[config.mk]
export PLATFORM = sky130hd
export DESIGN_NAME = drive_sequencer_flat
export DESIGN_NICKNAME = d
export VERILOG_FILES = /design/src/rtl/drive_sequencer_if.sv /design/src/rtl/drive_sequencer.sv /design/src/flat_wrapper.sv
export SDC_FILE = /design/constraint.sdc
export NUM_CORES = 1
export LEC_CHECK = 0
export ABC_AREA = 1
export CORE_MARGIN = 4
export CORE_UTILIZATION = 35
export DETAILED_ROUTE_END_ITERATION = 7
export GPL_TIMING_DRIVEN = 0
export PLACE_DENSITY = 0.6
export SETUP_SLACK_MARGIN = 0.4
export SYNTH_ARGS = -nofsm -noshare
export SYNTH_HDL_FRONTEND = slang
export SYNTH_SLANG_ARGS = --single-unit
[constraint.sdc]
create_clock -name clk -period 2.7 [get_ports clk]
set_clock_uncertainty 0.1 [all_clocks]
set_input_delay 0.27 -clock clk [delete_from_list [all_inputs] [get_ports clk]]
set_output_delay 0.27 -clock clk [all_outputs]
set_load 0.01 [all_outputs]
[src/rtl/drive_sequencer_if.sv]
// Signal bundle between the drive sequencer and its environment
// (user-input/debounce logic on the request side, speed unit on the pulse side).
//   go, target_speed, rev_req, estop : drive requests into the sequencer
//   speed_q                          : speed feedback from the speed unit
//   inc, dec                         : single-cycle step pulses to the speed unit
//   dir_fwd                          : committed direction (1 = forward)
//   at_speed, busy, state            : status / debug
interface drive_sequencer_if;
  logic       go;
  logic [3:0] target_speed;
  logic       rev_req;
  logic       estop;
  logic [3:0] speed_q;
  logic       inc;
  logic       dec;
  logic       dir_fwd;
  logic       at_speed;
  logic       busy;
  logic [2:0] state;

  // The sequencer side.
  modport master (
    input  go, target_speed, rev_req, estop, speed_q,
    output inc, dec, dir_fwd, at_speed, busy, state
  );

  // The environment side (requesters plus speed unit).
  modport slave (
    output go, target_speed, rev_req, estop, speed_q,
    input  inc, dec, dir_fwd, at_speed, busy, state
  );
endinterface

[src/rtl/drive_sequencer.sv]
// Drive sequencer: turns a target speed, direction request, go enable and
// emergency stop into registered inc/dec step pulses for a 4-bit speed unit,
// and owns the committed direction bit. Direction only flips at standstill
// after a dwell period.
// Ports:
//   clk   - system clock, rising edge
//   reset - asynchronous active-low reset
//   bus   - drive_sequencer_if.master (requests, speed feedback, pulses, status)
module drive_sequencer #(
  parameter int unsigned STEP_DIV = 4,  // cycles per speed step, >= 2
  parameter int unsigned DWELL    = 8   // standstill cycles before a flip, >= 1
) (
  input  logic               clk,
  input  logic               reset,
  drive_sequencer_if.master  bus
);

  localparam int PW = $clog2(STEP_DIV);
  localparam int DW = (DWELL > 1) ? $clog2(DWELL) : 1;

  typedef enum logic [2:0] {
    IDLE      = 3'd0,
    ACCEL     = 3'd1,
    CRUISE    = 3'd2,
    DECEL     = 3'd3,
    STOP_WAIT = 3'd4,
    FLIP      = 3'd5,
    ESTOP     = 3'd6
  } state_e;

  state_e          state_q, state_d;
  logic [PW-1:0]   presc_q, presc_d;
  logic [DW-1:0]   dwell_q, dwell_d;
  logic            inc_q, inc_d;
  logic            dec_q, dec_d;
  logic            dir_q, dir_d;

  logic            tick;
  logic            mism;
  logic [3:0]      tgt;
  logic [4:0]      proj_spd;

  // Free-running step prescaler.
  assign tick    = (presc_q == PW'(STEP_DIV - 1));
  assign presc_d = tick ? '0 : presc_q + 1'b1;

  // Requested direction disagrees with the committed one.
  assign mism = (bus.rev_req == dir_q);
  assign tgt  = (!bus.go || mism) ? 4'd0 : bus.target_speed;

  // Speed once the pulse currently on the wire has landed. Pulses are
  // registered, so speed_q lags a decision by two edges; deciding on the
  // projected value stops back-to-back ESTOP pulses from overshooting zero.
  assign proj_spd = {1'b0, bus.speed_q} + {4'b0, inc_q} - {4'b0, dec_q};

  // NOTE: every signal assigned here gets a default first, so no path through
  // the case statement can leave one unassigned and infer a latch.
  always_comb begin
    state_d = state_q;
    inc_d   = 1'b0;
    dec_d   = 1'b0;
    dwell_d = '0;
    dir_d   = dir_q;

    unique case (state_q)
      IDLE: begin
        if (mism && bus.speed_q == 4'd0)  state_d = STOP_WAIT;
        else if (tgt > bus.speed_q)       state_d = ACCEL;
        else if (tgt < bus.speed_q)       state_d = DECEL;
      end

      ACCEL: begin
        inc_d = tick && (proj_spd < {1'b0, tgt});
        if (bus.speed_q == tgt)     state_d = CRUISE;
        else if (tgt < bus.speed_q) state_d = DECEL;
      end

      DECEL: begin
        dec_d = tick && (proj_spd > {1'b0, tgt});
        if (bus.speed_q == tgt) begin
          if (bus.speed_q == 4'd0 && mism) state_d = STOP_WAIT;
          else if (tgt == 4'd0)            state_d = IDLE;
          else                             state_d = CRUISE;
        end else if (tgt > bus.speed_q) begin
          state_d = ACCEL;
        end
      end

      CRUISE: begin
        if (tgt > bus.speed_q)                            state_d = ACCEL;
        else if (tgt < bus.speed_q)                       state_d = DECEL;
        else if (tgt == 4'd0 && bus.speed_q == 4'd0)      state_d = IDLE;
      end

      STOP_WAIT: begin
        if (!mism)                            state_d = IDLE;
        else if (dwell_q == DW'(DWELL - 1))   state_d = FLIP;
        else                                  dwell_d = dwell_q + 1'b1;
      end

      FLIP: begin
        state_d = IDLE;
        dir_d   = ~dir_q;
      end

      ESTOP: begin
        // Prescaler ignored: one step per cycle until standstill.
        dec_d = (proj_spd != 5'd0);
        if (!bus.estop && !bus.go && bus.speed_q == 4'd0) state_d = IDLE;
      end

      default: state_d = IDLE;
    endcase

    // Emergency stop overrides every other decision; direction is frozen.
    if (bus.estop) begin
      state_d = ESTOP;
      dir_d   = dir_q;
      inc_d   = 1'b0;
      dwell_d = '0;
      if (state_q != ESTOP) dec_d = 1'b0;
    end
  end

  // NOTE: state registers use non-blocking assignments so every flop samples
  // the pre-edge values, independent of statement order.
  always_ff @(posedge clk or negedge reset) begin
    if (!reset) begin
      state_q <= IDLE;
      presc_q <= '0;
      dwell_q <= '0;
      inc_q   <= 1'b0;
      dec_q   <= 1'b0;
      dir_q   <= 1'b1;
    end else begin
      state_q <= state_d;
      presc_q <= presc_d;
      dwell_q <= dwell_d;
      inc_q   <= inc_d;
      dec_q   <= dec_d;
      dir_q   <= dir_d;
    end
  end

  assign bus.inc      = inc_q;
  assign bus.dec      = dec_q;
  assign bus.dir_fwd  = dir_q;
  assign bus.busy     = (state_q != IDLE);
  assign bus.state    = state_q;
  // Held low while reset is asserted so the status reads "not at speed".
  assign bus.at_speed = reset && (state_q == IDLE || state_q == CRUISE) &&
                        (bus.speed_q == tgt);

endmodule

[src/flat_wrapper.sv]
// flat-port wrapper written by rule: the top's interface ports become plain ports
module drive_sequencer_flat 
#(
  parameter int unsigned STEP_DIV = 4,                                
  parameter int unsigned DWELL    = 8                                           
)
  (clk, reset, bus_go, bus_target_speed, bus_rev_req, bus_estop, bus_speed_q, bus_inc, bus_dec, bus_dir_fwd, bus_at_speed, bus_busy, bus_state);
  drive_sequencer_if bus_i ();
  input  logic clk;
  input  logic reset;
  input wire logic [$bits(bus_i.go)-1:0] bus_go;
  input wire logic [$bits(bus_i.target_speed)-1:0] bus_target_speed;
  input wire logic [$bits(bus_i.rev_req)-1:0] bus_rev_req;
  input wire logic [$bits(bus_i.estop)-1:0] bus_estop;
  input wire logic [$bits(bus_i.speed_q)-1:0] bus_speed_q;
  output wire logic [$bits(bus_i.inc)-1:0] bus_inc;
  output wire logic [$bits(bus_i.dec)-1:0] bus_dec;
  output wire logic [$bits(bus_i.dir_fwd)-1:0] bus_dir_fwd;
  output wire logic [$bits(bus_i.at_speed)-1:0] bus_at_speed;
  output wire logic [$bits(bus_i.busy)-1:0] bus_busy;
  output wire logic [$bits(bus_i.state)-1:0] bus_state;
  assign bus_i.go = bus_go;
  assign bus_i.target_speed = bus_target_speed;
  assign bus_i.rev_req = bus_rev_req;
  assign bus_i.estop = bus_estop;
  assign bus_i.speed_q = bus_speed_q;
  assign bus_inc = bus_i.inc;
  assign bus_dec = bus_i.dec;
  assign bus_dir_fwd = bus_i.dir_fwd;
  assign bus_at_speed = bus_i.at_speed;
  assign bus_busy = bus_i.busy;
  assign bus_state = bus_i.state;
  drive_sequencer #(.STEP_DIV(STEP_DIV), .DWELL(DWELL)) u_core (.clk(clk), .reset(reset), .bus(bus_i));
endmodule
# == Word level (Yosys, flattened, before mapping) ==
# Cells that the tools add are included.
# Widths: inputs -> output; s select.
# totals
out_inout_bits,8
elab_cells,77
register_bits,11
input_bits,13
# classes
bitwise_logic,2
n_lt_le_gt_ge,4
eq_ne,15
mux,27
n_addsub,4
n_reduce_logical,19
# op_table
cell,count
$mux 3,18
$pmux 3 s6,1
$eq 3x3->1 const B,4
$logic_and 1x1->1,8
$logic_not 4->1,2
$eq 3x2->1 const B,2
$add 4x1->5,1
$gt 5x4->1,1
$lt 5x4->1,1
$ne 5x2->1 const B,1
$reduce_bool 5->1,1
$sub 5x1->5,1
$eq 4x4->1,1
$gt 4x4->1,1
$lt 4x4->1,1
$mux 1,4
$mux 2,2
$mux 4,1
$ne 4x2->1 const B,1
$ne 4x4->1 const B,1
$reduce_and 4->1,1
$add 3x1->3 const B,1
$eq 3x1->1 const B,1
$logic_not 3->1,1
other kinds (11),14

# == Longest topological paths before layout ==
# Gate-level depths: netlist of run 1.
# logic_depth
word_depth,10
depth_mapped,17
ltp_nobuf,17

# == Worst setup path before layout of run 1 ==
# No wires, ideal clock.
# synth_timing
path_type,register to register
startpoint,register u_core.inc_q (netlist: u_core.bus.inc)
endpoint,register u_core.dec_q (netlist: u_core.bus.dec)
synth_period_minus_slack_ns,2.489
path_stages_with_launch,16
n_path_buf,0
setup_slack_ns,0.211
t_required_ns,2.482
setup_time_ns,0.118
arrival_ns,2.271
path_cell_list,dfrtp_1 inv_1 ha_1 inv_1 ha_1 fa_1 xor2_1 ha_1 nand3_1 nor2_1 nor2_1 o21ai_0 o21ai_0 nand2_1 nand4_1 nand2_1
# synth_via
elab_chain_len,7
word_cells_on_any_way,8
classes_between,add/sub (2); order compare (1); mux (3); reduce/logical (2)
# synth_lines
element,line,text
"start, declared",drive_sequencer.sv:34,"logic inc_q, inc_d;"
"start signal, assigned",drive_sequencer.sv:139,inc_q <= inc_d;
$add 4x1->5 *,drive_sequencer.sv:54,"assign proj_spd = {1'b0, bus.speed_q} + {4'b0, inc_q} - {4'b0, dec_q};"
$sub 5x1->5 *,drive_sequencer.sv:54,
$gt 5x4->1,drive_sequencer.sv:79,"dec_d = tick && (proj_spd > {1'b0, tgt});"
$logic_and 1x1->1,drive_sequencer.sv:79,
$pmux 1 s2 *,drive_sequencer.sv:65,unique case (state_q)
$mux 1,drive_sequencer.sv:121,if (state_q != ESTOP) dec_d = 1'b0;
$mux 1 *,drive_sequencer.sv:116,if (bus.estop) begin
via u_core.dec_d,drive_sequencer.sv:35,"logic dec_q, dec_d;"
"end signal, assigned",drive_sequencer.sv:133,dec_q <= 1'b0;
"end signal, assigned",drive_sequencer.sv:140,dec_q <= dec_d;
"end, declared",drive_sequencer.sv:35,
# The timed path passes the listed nets; every way through them passes the cells marked *.
# A chain may end at the register's enable or synchronous reset.

# == Final worst setup path of run 1 ==
# layout_timing
startpoint,register u_core.dec_q (netlist: u_core.bus.dec)
endpoint,register u_core.dec_q (netlist: u_core.bus.dec)
# layout_via
elab_chain_len,6
word_cells_on_any_way,7
classes_between,add/sub (1); order compare (1); mux (3); reduce/logical (2)
# layout_lines
element,line
$sub 5x1->5 *,drive_sequencer.sv:54
$gt 5x4->1,drive_sequencer.sv:79
$logic_and 1x1->1,drive_sequencer.sv:79
$pmux 1 s2 *,drive_sequencer.sv:65
$mux 1,drive_sequencer.sv:121
$mux 1 *,drive_sequencer.sv:116
via u_core.dec_d,drive_sequencer.sv:35
# Marked as above.

==> results of run 1 <==
==> cell families after synthesis <==
kind of cell | count (synthesis) | share of synthesized area [%]
compound gates | 12 | 5.908
xor+xnor | 4 | 3.063
fa+ha+maj | 18 | 20.35
buf+inv | 34 | 11.16
flops | 11 | 24.18
simple gates | 88 | 35.34
==> synthesized netlist by cell type (3+ instances only) <==
cell type | number | area [µm²]
inv_1 | 32 | 120.1
o21ai_0 | 3 | 15.01
nand2_1 | 42 | 157.7
nand3_1 | 16 | 80.08
dfrtp_1 | 10 | 250.2
ha_1 | 17 | 212.7
xor2_1 | 4 | 35.03
nand4_1 | 4 | 25.02
a21oi_1 | 4 | 20.02
nor3_2 | 3 | 30.03
nor2_1 | 15 | 56.30
==> per-layer routing <==
| metal | track usage (%) | share of wire [%] |
|---|---|---|
| met1 | 15.37 | 44 |
| met3 | 0.6838 | 2.7 |
| met4 | 6.218 | 2.1 |
| met2 | 24.65 | 51 |
| met5 | 0 | 0 |
==> how the worst max path moves through the flow <==
| stage | cells past startpoint | end | slack (ns) |
|---|---|---|---|
| floorplan | 15 | u_core.bus.dec | 0.30 |
| global placement | 12 | bus_at_speed | -0.25 |
| detailed placement | 12 | bus_at_speed | -0.29 |
| CTS | 14 | u_core.bus.dec | 0.23 |
| global route | 14 | u_core.bus.dec | 0.07 |
| finish | 14 | u_core.bus.dec | 0.24 |
==> timing repair <==
action,in CTS,in global routing
endpoints found under the setup margin,6,6
hold endpoints to repair,0,0
pin swaps,7,5
resized for setup,11,15
setup buffers,3,2
==> layout make-up <==
class,instances,area share [%]
Clock buffer,4,1.705
Inverter,34,8.279
Multi-Input combinational cell,122,53.41
Sequential cell,11,17.94
Tap cell,44,3.571
Timing Repair Buffer,25,15.10
==> sequential cells by signal (all words and copies together) (netlist names) <==
name                count
u_core.dwell_q          3
u_core.bus.dec          1
u_core.bus.state        3
u_core.bus.inc          1
u_core.bus.dir_fwd      1
u_core.presc_q          2
==> where the power goes <==
part	switching, mW	internal [mW]
registers	0.0612	0.205
clock network	0.0512	0.0572
logic	0.380	0.317
total	0.492	0.579
==> stage by stage <==
step                      utilization [%]  area, µm²  cells  setup slack (ns)  power, mW
final                               50.08       1541    240            0.2376      1.072
after CTS                           47.93       1475    238            0.2261      1.028
after detailed placement            45.61       1404    231           -0.2900     0.8740
after global placement              45.61       1404    231           -0.2518     0.8565
after global routing                50.08       1541    240           0.07008      1.186
after floorplan                         -       1149    167            0.2981     0.6661
==> run metrics, run 1 <==
Clock Pin Slew Worst Setup and Hold Paths=0.06 ns; fin nets=about 230; die area=0.004246 mm²; largest net degree at the start of global routing=13; first-pass GRT wire length=4457 µm; die boundary width=approximately 65 µm; die height=between 60 and 70 µm; family with the most delay on the worst path=adder cells; CP startpoint kind=flip-flop; worst r2r src=u_core.bus.dec; WP buf/inv=1; GRT Util Overall=between 10% and 20%; Final Max Tran Viols=0; area delta synth->final=34.79%; Seq cells post-synth=11; Wirelength per Cell=approximately 11 µm; crit-path max cell delay=around 0.38 ns; period utilization=between 90% and 100%; vias=1,107; Post-Syn Nets=between 150 and 200; Worst Hold Class=in2async; WP data required=around 2.8 ns; GR Overflow Total=0; EDFF count, synth=0; initial antenna violation count=0; CP Class=reg2reg; Seq/Total Area, Yosys=between 20% and 30%; CTS tree=yes; CP Cell Sequence=ha_1 > inv_1 > ha_2 > fa_2 > xor2_2 > ha_1 > nand3_2 > nor2_1 > nor2_1 > o21ai_1 > o21ai_1 > nand2_1 > nand4_1 > nand2_1; Initial DRC Count=37; htree depth=1; vias per inst=between 4 and 5; RR Endpoint=u_core.bus.dec; crit path from=u_core.bus.dec; final hold vios=0; setup violators final=0; static leakage=0.7962 nW; root buf cell=clkbuf_4; post-synthesis async set-or-reset flop share=between 90% and 100%; vias in the first global route=about 1,100; reg-to-reg setup timing slack=0.24 ns; VDD IR max=roughly 0.35 mV; Skew-Pair Late Insertion Delay=0.26 ns; layout cells sized above 1=between 20 and 25%; Crit. End Element=flip-flop; Post-CTS Hold Buffers=0; RSZ-0062 raised after global routing=true; Achievable Freq=~0.41 GHz; detailed placement HPWL=between 2000 and 2500 µm; PortBufs=20; synthesized instance count=167; clk sinks=11; CP max stage cell=dfrtp_1; Antenna Cells=0; Core Region=around 0.003 mm²; status=completed; worst hold slack=roughly 0.24 ns; CTS Buffer Depth=2; DRC Markers=0; Routability Congestion=0.8527; io pins=21; Initial DRT Pass Iterations=4; cts bufs inserted=3; crit-path max FO=2; commonest non-fill, non-tap cell in the layout=nand2_1; Rows=20; Cell Pwr Density=just under 700 mW/mm²; top_reg_cell synth=dfrtp_1; Max Cap Viol=0; Routed WL=2681 µm; synthesized area per cell=between 6 and 7 µm²; post-synth cell types=23; synthesized area=roughly 0.0011 mm²; reg2reg path depth=14; register area=~280 µm²; Setup TNS=0 ns; Antenna Violating Nets Remaining=0; Ys Warns=0; Worst slew margin=between 60% and 70%; area of the multi-input gates=roughly 820 µm²; commonest non-fill, non-tap cells in the layout=38 x nand2_1, 27 x inv_1, 19 x clkdlybuf4s50_1, 15 x nand3_1, 14 x ha_1; fillers=313; minimum clock period=~2.5 ns; Initial Util=37.15%; Worst Path Arrival=between 2 and 3 ns; Least-Margin Pin Slew=a little over 0.5 ns
Power figures use the tool's default switching activity.
==> inputs of run 2 (changes only) <==
--- a/config.mk
+++ b/config.mk
@@ -6,8 +6,10 @@
 export NUM_CORES = 1
 export LEC_CHECK = 0
 export ABC_AREA = 1
+export CAP_MARGIN = 10
 export CORE_MARGIN = 4
 export CORE_UTILIZATION = 35
+export CTS_BUF_LIST = sky130_fd_sc_hd__clkbuf_16
 export DETAILED_ROUTE_END_ITERATION = 7
 export GPL_TIMING_DRIVEN = 0
 export PLACE_DENSITY = 0.6
==> run 2 against run 1 <==
Cell count rose by 0.83%. Sequential power up 1%. Count of clock-buffer cells in the layout down 1. Design area is 6.2% higher. Hold slack better by 0.049 ns. Highest routed layer unchanged.
==> run metrics, run 2 (synthesis gave the netlist of run 1 again) <==
Initial DRT Pass Iterations=4 (unchanged); Sw Share=41.53% (-4.4 points); sequential power share=21.5% (-3.4 points); GR Overflow Total=0 (unchanged); Clk pwr share=20.7% (+11 points); Placed Cells incl. Taps=231 (unchanged); Routed WL=2825 µm (+5.4%); Skew-Pair Late Insertion Delay=0.24 ns (-0.02 ns); Final Max Tran Viols=0 (unchanged); Worst Hold Class=in2async; commonest non-fill, non-tap cell in the layout=nand2_1; vias in the first global route=1,099 (+2.8%); die area=0.004246 mm² (unchanged); setup violators final=0 (unchanged); CP startpoint kind=flip-flop; CTS tree=yes; status=completed; CP Capture Point=u_core.bus.dec; Post-CTS Hold Buffers=0 (unchanged); area delta synth->final=43.22%; first-pass GRT wire length=4567 µm (+2.5%); Routability Congestion=0.8527 (unchanged); vias=1,124 (+1.5%); Least-Margin Pin Slew=0.5352 ns (+0.03182 ns); final std cells w/o fill=242 (+0.83%); Wirelength per Cell=11.67 µm (+4.5%); die height=65.16 µm (unchanged); reg-to-reg setup timing slack=0.21 ns (-0.03 ns); Initial DRC Count=68 (+84%); io pins=21 (unchanged); GRT Util Overall=13.68% (+0.43 points); CTS Buffer Depth=2 (unchanged); htree depth=1 (unchanged); layout cells sized above 1=24.24% (+3.8 points); root buf cell=clkbuf_16; Achievable Freq=0.4020 GHz (-1.0%); clk sinks=11 (unchanged); DRC Markers=0 (unchanged); NetSw=0.5238 mW (+6.4%); initial antenna violation count=0 (unchanged); commonest non-fill, non-tap cells in the layout=35 x nand2_1, 25 x inv_1, 18 x clkdlybuf4s50_1, 15 x nand3_1; period utilization=92.14% (+0.94 points); final hold vios=0 (unchanged); Clock Pin Slew Worst Setup and Hold Paths=0.04 ns (-0.02 ns); reg2reg path depth=14 (unchanged); Crit. End Element=flip-flop; Antenna Violating Nets Remaining=0 (unchanged); fin area=0.001638 mm² (+6.2%); Post-DP Area=0.001404 mm² (unchanged); vias per inst=4.645 (+0.70%); WP data required=2.73 ns (-0.08 ns); die boundary width=65.16 µm (unchanged); cts bufs inserted=3 (unchanged); combinational share of power=57.8% (-7.2 points); crit-path max FO=2 (unchanged); Antenna Cells=0 (unchanged); Setup TNS=0 ns (unchanged); Pint=0.7373 mW (+27%); static leakage=0.8413 nW (+5.7%); PortBufs=20 (unchanged); Cell Pwr Density=770.0 mW/mm² (+11%); Worst slew margin=64.21% (-2.1 points); VDD IR max=0.3977 mV (+13%); RSZ-0062 raised after global routing=true; detailed placement HPWL=2219 µm (unchanged); minimum clock period=2.488 ns (+0.02538 ns); fillers=299 (-4.5%); Initial Util=37.15% (unchanged); crit path from=u_core.bus.dec; Max Cap Viol=0 (unchanged); worst r2r src=u_core.bus.dec; RR Endpoint=u_core.bus.dec; CP Class=reg2reg; Core Region=0.003078 mm² (unchanged); Rows=20 (unchanged); largest net degree at the start of global routing=13 (unchanged); Worst Path Arrival=2.51 ns (-0.06 ns); fin nets=230 (+0.88%)
[run 2: cell types whose count changed in the layout (fill, tap and decap cells not counted), sizes merged]
cell / before / now
inv: 34 / 35
clkdlybuf4s50: 19 / 18
buf: 6 / 8
clkbuf: 4 / 3
dlymetal6s2s: 0 / 1
[run 2: metal layers]
layer / part of all wire, % / wire length [µm] / track usage [%] / vias to the layer above
li1: - / - / - / 593
met1: 43 / 1209 / 15.05 / 505
met2: 52 / 1458 / 25.41 / 21
met3: 3.7 / 104 / 1.880 / 5
met4: 1.8 / 52 / 6.736 / 0
met5: 0 / 0 / 0 / -
[run 2: area by class of cell]
| cell class | instances | area [µm²] | area share, % |
|---|---|---|---|
| flip-flops and latches | 11 | 276.5 | 16.88 |
| well taps | 44 | 55.05 | 3.361 |
| inverters | 34 | 127.6 | 7.792 |
| clock inverters | 1 | 3.754 | 0.2292 |
| clock buffers | 3 | 75.07 | 4.584 |
| repair buffers | 27 | 250.2 | 15.28 |
| multi-input cells | 122 | 849.6 | 51.87 |
[run 2: worst min path at each step]
stage | from | endpoint | slack, ns | depth (start not counted)
floorplan | reset | u_core.bus.dec | -0.13 | 0
global placement | u_core.presc_q[0] | u_core.presc_q[0] | 0.31 | 1
global route | reset | u_core.dwell_q[0] | 0.33 | 1
finish | reset | u_core.bus.state[2] | 0.29 | 1
CTS | reset | u_core.dwell_q[0] | 0.30 | 1
detailed placement | u_core.presc_q[0] | u_core.presc_q[0] | 0.32 | 1
[run 2: timing repair]
action                     4_1_cts  5_1_grt
setup endpoints to repair        6        6
cloned                           0        0
pin swaps                        7       10
resized for setup               13       20
setup buffers                    3        4
[run 2: power by group through the flow]
stage                     logic (mW)  registers, mW  clock network [mW]
after floorplan                0.391          0.275                   0
after global placement         0.591          0.266                   0
after detailed placement       0.606          0.268                   0
after CTS                      0.656          0.267               0.269
after global routing           0.818          0.279               0.280
final                          0.729          0.271               0.261
[run 2: worst max-delay path, stage by stage, from the launching register on]
cell and delay [ns]:
dfrtp_1 0.40, ha_4 0.27, inv_2 0.04, ha_4 0.15, fa_2 0.38, xor2_2 0.17, ha_1 0.32, nand3_2 0.08
nor2_1 0.04, nor2_1 0.07, o21ai_1 0.08, o21ai_1 0.08, nand2_1 0.06, nand4_1 0.08, nand2_1 0.05
[run 2: stage by stage]
stage | hold slack [ns] | setup slack (ns) | utilization [%] | power, mW
3_5_place_dp | 0.3203 | -0.2900 | 45.61 | 0.8740
6_report | 0.2888 | 0.2122 | 53.21 | 1.261
5_1_grt | 0.3313 | 0.06801 | 53.21 | 1.377
2_1_floorplan | -0.1256 | 0.2981 | - | 0.6661
3_3_place_gp | 0.3132 | -0.2518 | 45.61 | 0.8565
4_1_cts | 0.2952 | 0.2328 | 50.12 | 1.191
==> inputs of run 3 (changes only) <==
--- a/config.mk
+++ b/config.mk
@@ -7,13 +7,17 @@
 export LEC_CHECK = 0
 export ABC_AREA = 1
 export CAP_MARGIN = 10
+export CELL_PAD_IN_SITES_DETAIL_PLACEMENT = 0
+export CELL_PAD_IN_SITES_GLOBAL_PLACEMENT = 1
 export CORE_MARGIN = 4
 export CORE_UTILIZATION = 35
 export CTS_BUF_LIST = sky130_fd_sc_hd__clkbuf_16
 export DETAILED_ROUTE_END_ITERATION = 7
 export GPL_TIMING_DRIVEN = 0
-export PLACE_DENSITY = 0.6
+export PLACE_DENSITY = 0.79
+export REMOVE_ABC_BUFFERS = 1
 export SETUP_SLACK_MARGIN = 0.4
 export SYNTH_ARGS = -nofsm -noshare
 export SYNTH_HDL_FRONTEND = slang
 export SYNTH_SLANG_ARGS = --single-unit
+export TNS_END_PERCENT = 100
==> run 3 against run 2 <==
Utilization grew 0.41 points. Fmax rose by 1.7%. Hold slack got worse by 0.011 ns. Critical path type is now in2reg. Largest cell class unchanged. Clock power grew 2%. Critical path depth increased by 2. Highest routed layer unchanged. Register-to-register slack improved by 0.04 ns. Design area grew 0.76%.
==> run metrics, run 3 (synthesis gave the netlist of run 1 again) <==
status=completed; GR Overflow Total=0 (unchanged); clk sinks=11 (unchanged); Antenna Violating Nets Remaining=0 (unchanged); die height=65.16 µm (unchanged); CP startpoint kind=primary input; highest metal used=met4; Crit. End Element=flip-flop; minimum clock period=2.447 ns (-0.04090 ns); area of the multi-input gates=863.3 µm² (+1.6%); fin nets=229 (-0.43%); vias per inst=4.739 (+2.0%); Least-Margin Pin Slew=0.5165 ns (-0.01871 ns); Initial Util=37.15% (unchanged); die area=0.004246 mm² (unchanged); Antenna Cells=0 (unchanged); Routed WL=3008 µm (+6.5%); crit-path max FO=4 (+2); die boundary width=65.16 µm (unchanged); Initial DRC Count=34 (-50%); commonest non-fill, non-tap cell in the layout=nand2_1; period utilization=90.63% (-1.5 points); io pins=21 (unchanged); final hold vios=0 (unchanged); fillers=298 (-0.33%); CTS Buffer Depth=2 (unchanged); Worst Hold Class=in2async; register area=276.5 µm² (unchanged); first-pass GRT wire length=5023 µm (+10%); met3 wire len=60 µm (-42%); Cell Pwr Density=767.2 mW/mm² (-0.36%); PortBufs=20 (unchanged); root buf cell=clkbuf_16; Initial DRT Pass Iterations=4 (unchanged); vias in the first global route=1,124 (+2.3%); worst hold slack=0.2776 ns (-0.01118 ns); GRT Util Overall=15.43% (+1.8 points); Wirelength per Cell=12.48 µm (+6.9%); detailed placement HPWL=2332 µm (+5.1%); Util after Layout=53.62% (+0.41 points); Achievable Freq=0.4087 GHz (+1.7%); static leakage=0.8559 nW (+1.7%); largest net degree at the start of global routing=13 (unchanged); DRT met1 WL=1276 µm (+5.5%); layout cells sized above 1=23.35% (-0.89 points); cts bufs inserted=3 (unchanged); CTS tree=yes; Rows=20 (unchanged); htree depth=1 (unchanged); VDD IR max=0.4086 mV (+2.7%); commonest non-fill, non-tap cells in the layout=33 x nand2_1, 30 x inv_1, 17 x clkdlybuf4s50_1, 15 x nand3_1; vias=1,142 (+1.6%); Final Max Tran Viols=0 (unchanged); Worst slew margin=65.46% (+1.3 points); area delta synth->final=44.31%; Max Cap Viol=0 (unchanged); DRC Markers=0 (unchanged); setup violators final=0 (unchanged); Skew-Pair Late Insertion Delay=0.24 ns (about the same); WL met2=1602 µm (+9.9%); Core Region=0.003078 mm² (unchanged); RSZ-0062 raised after global routing=true; CP Class=in2reg; Routability Congestion=0.8789 (+3.1%); WP data required=2.73 ns (about the same); Clock Pin Slew Worst Setup and Hold Paths=0.04 ns (about the same); initial antenna violation count=0 (unchanged); Worst Path Arrival=2.47 ns (-0.04 ns)
-- run 3: cell count changes in the layout (fill, tap and decap cells not counted), sizes merged --
cell,change
clkdlybuf4s50,-1
buf,-1
dlymetal6s2s,+1
-- run 3: critical path: stages --
cell	delay (ns)
clkdlybuf4s50_1	0.48
inv_1	0.10
ha_4	0.30
nand3_1	0.09
nand2_1	0.12
xor2_2	0.17
inv_1	0.06
ha_1	0.30
nand3_2	0.10
nor2_2	0.04
nor2_1	0.10
o21ai_2	0.08
o21ai_1	0.08
nand2_1	0.06
nand4_1	0.07
nand2_1	0.05
-- run 3: path summary, 6_finish.rpt --
| path | start | end | slack, ns | cells past startpoint |
|---|---|---|---|---|
| min reg2reg | u_core.dwell_q[0] | u_core.dwell_q[0] | 0.33 | 1 |
| max | bus_speed_q[2] | u_core.bus.dec | 0.25 | 16 |
| min in group clk | u_core.dwell_q[0] | u_core.dwell_q[0] | 0.33 | 1 |
| max in group asynchronous | reset | u_core.bus.dir_fwd | 1.86 | 1 |
| min | reset | u_core.presc_q[0] | 0.28 | 1 |
| max reg2reg | u_core.bus.inc | u_core.bus.dec | 0.25 | 17 |
-- run 3: power breakdown --
part	leakage [nW]	total [mW]	internal, mW	switching (mW)
sequential	0.138	0.271	0.206	0.0652
combinational	0.675	0.730	0.331	0.398
clock	0.0423	0.265	0.194	0.0710
total	0.856	1.27	0.732	0.535
-- run 3: stage by stage --
step                instance area (µm²)  setup WS (ns)  cells  power, mW  setup TNS, ns
floorplan                          1144         0.2113    167     0.6611              0
global placement                   1399        -0.2860    231     0.8596        -0.3249
detailed placement                 1399        -0.2860    231     0.8785        -0.4469
CTS                                1535         0.1894    239      1.208              0
global route                       1650        0.09727    241      1.373              0
finish                             1650         0.2531    241      1.266              0
-- run 3: repair_timing --
action                                 CTS  global route
setup buffers                            4             2
setup endpoints to repair                6             6
endpoints found under the hold margin    0             0
gates resized for setup                 14            24
pin swaps                                8             7
hold buffers                             0             0
-- run 3: per-layer routing --
layer / GRT usage, % / up-vias
met3: 2.564 / 7
met4: 6.218 / 0
met5: 0 / -
met1: 18.21 / 524
met2: 27.56 / 20
li1: - / 591
-- run 3: cell type report --
class	count	share of cell area, %
well taps	44	3.336
flip-flops and latches	11	16.76
clock inverters	1	0.2274
clock buffers	3	4.549
multi-input cells	122	52.31
inverters	34	7.733
repair buffers	26	15.09
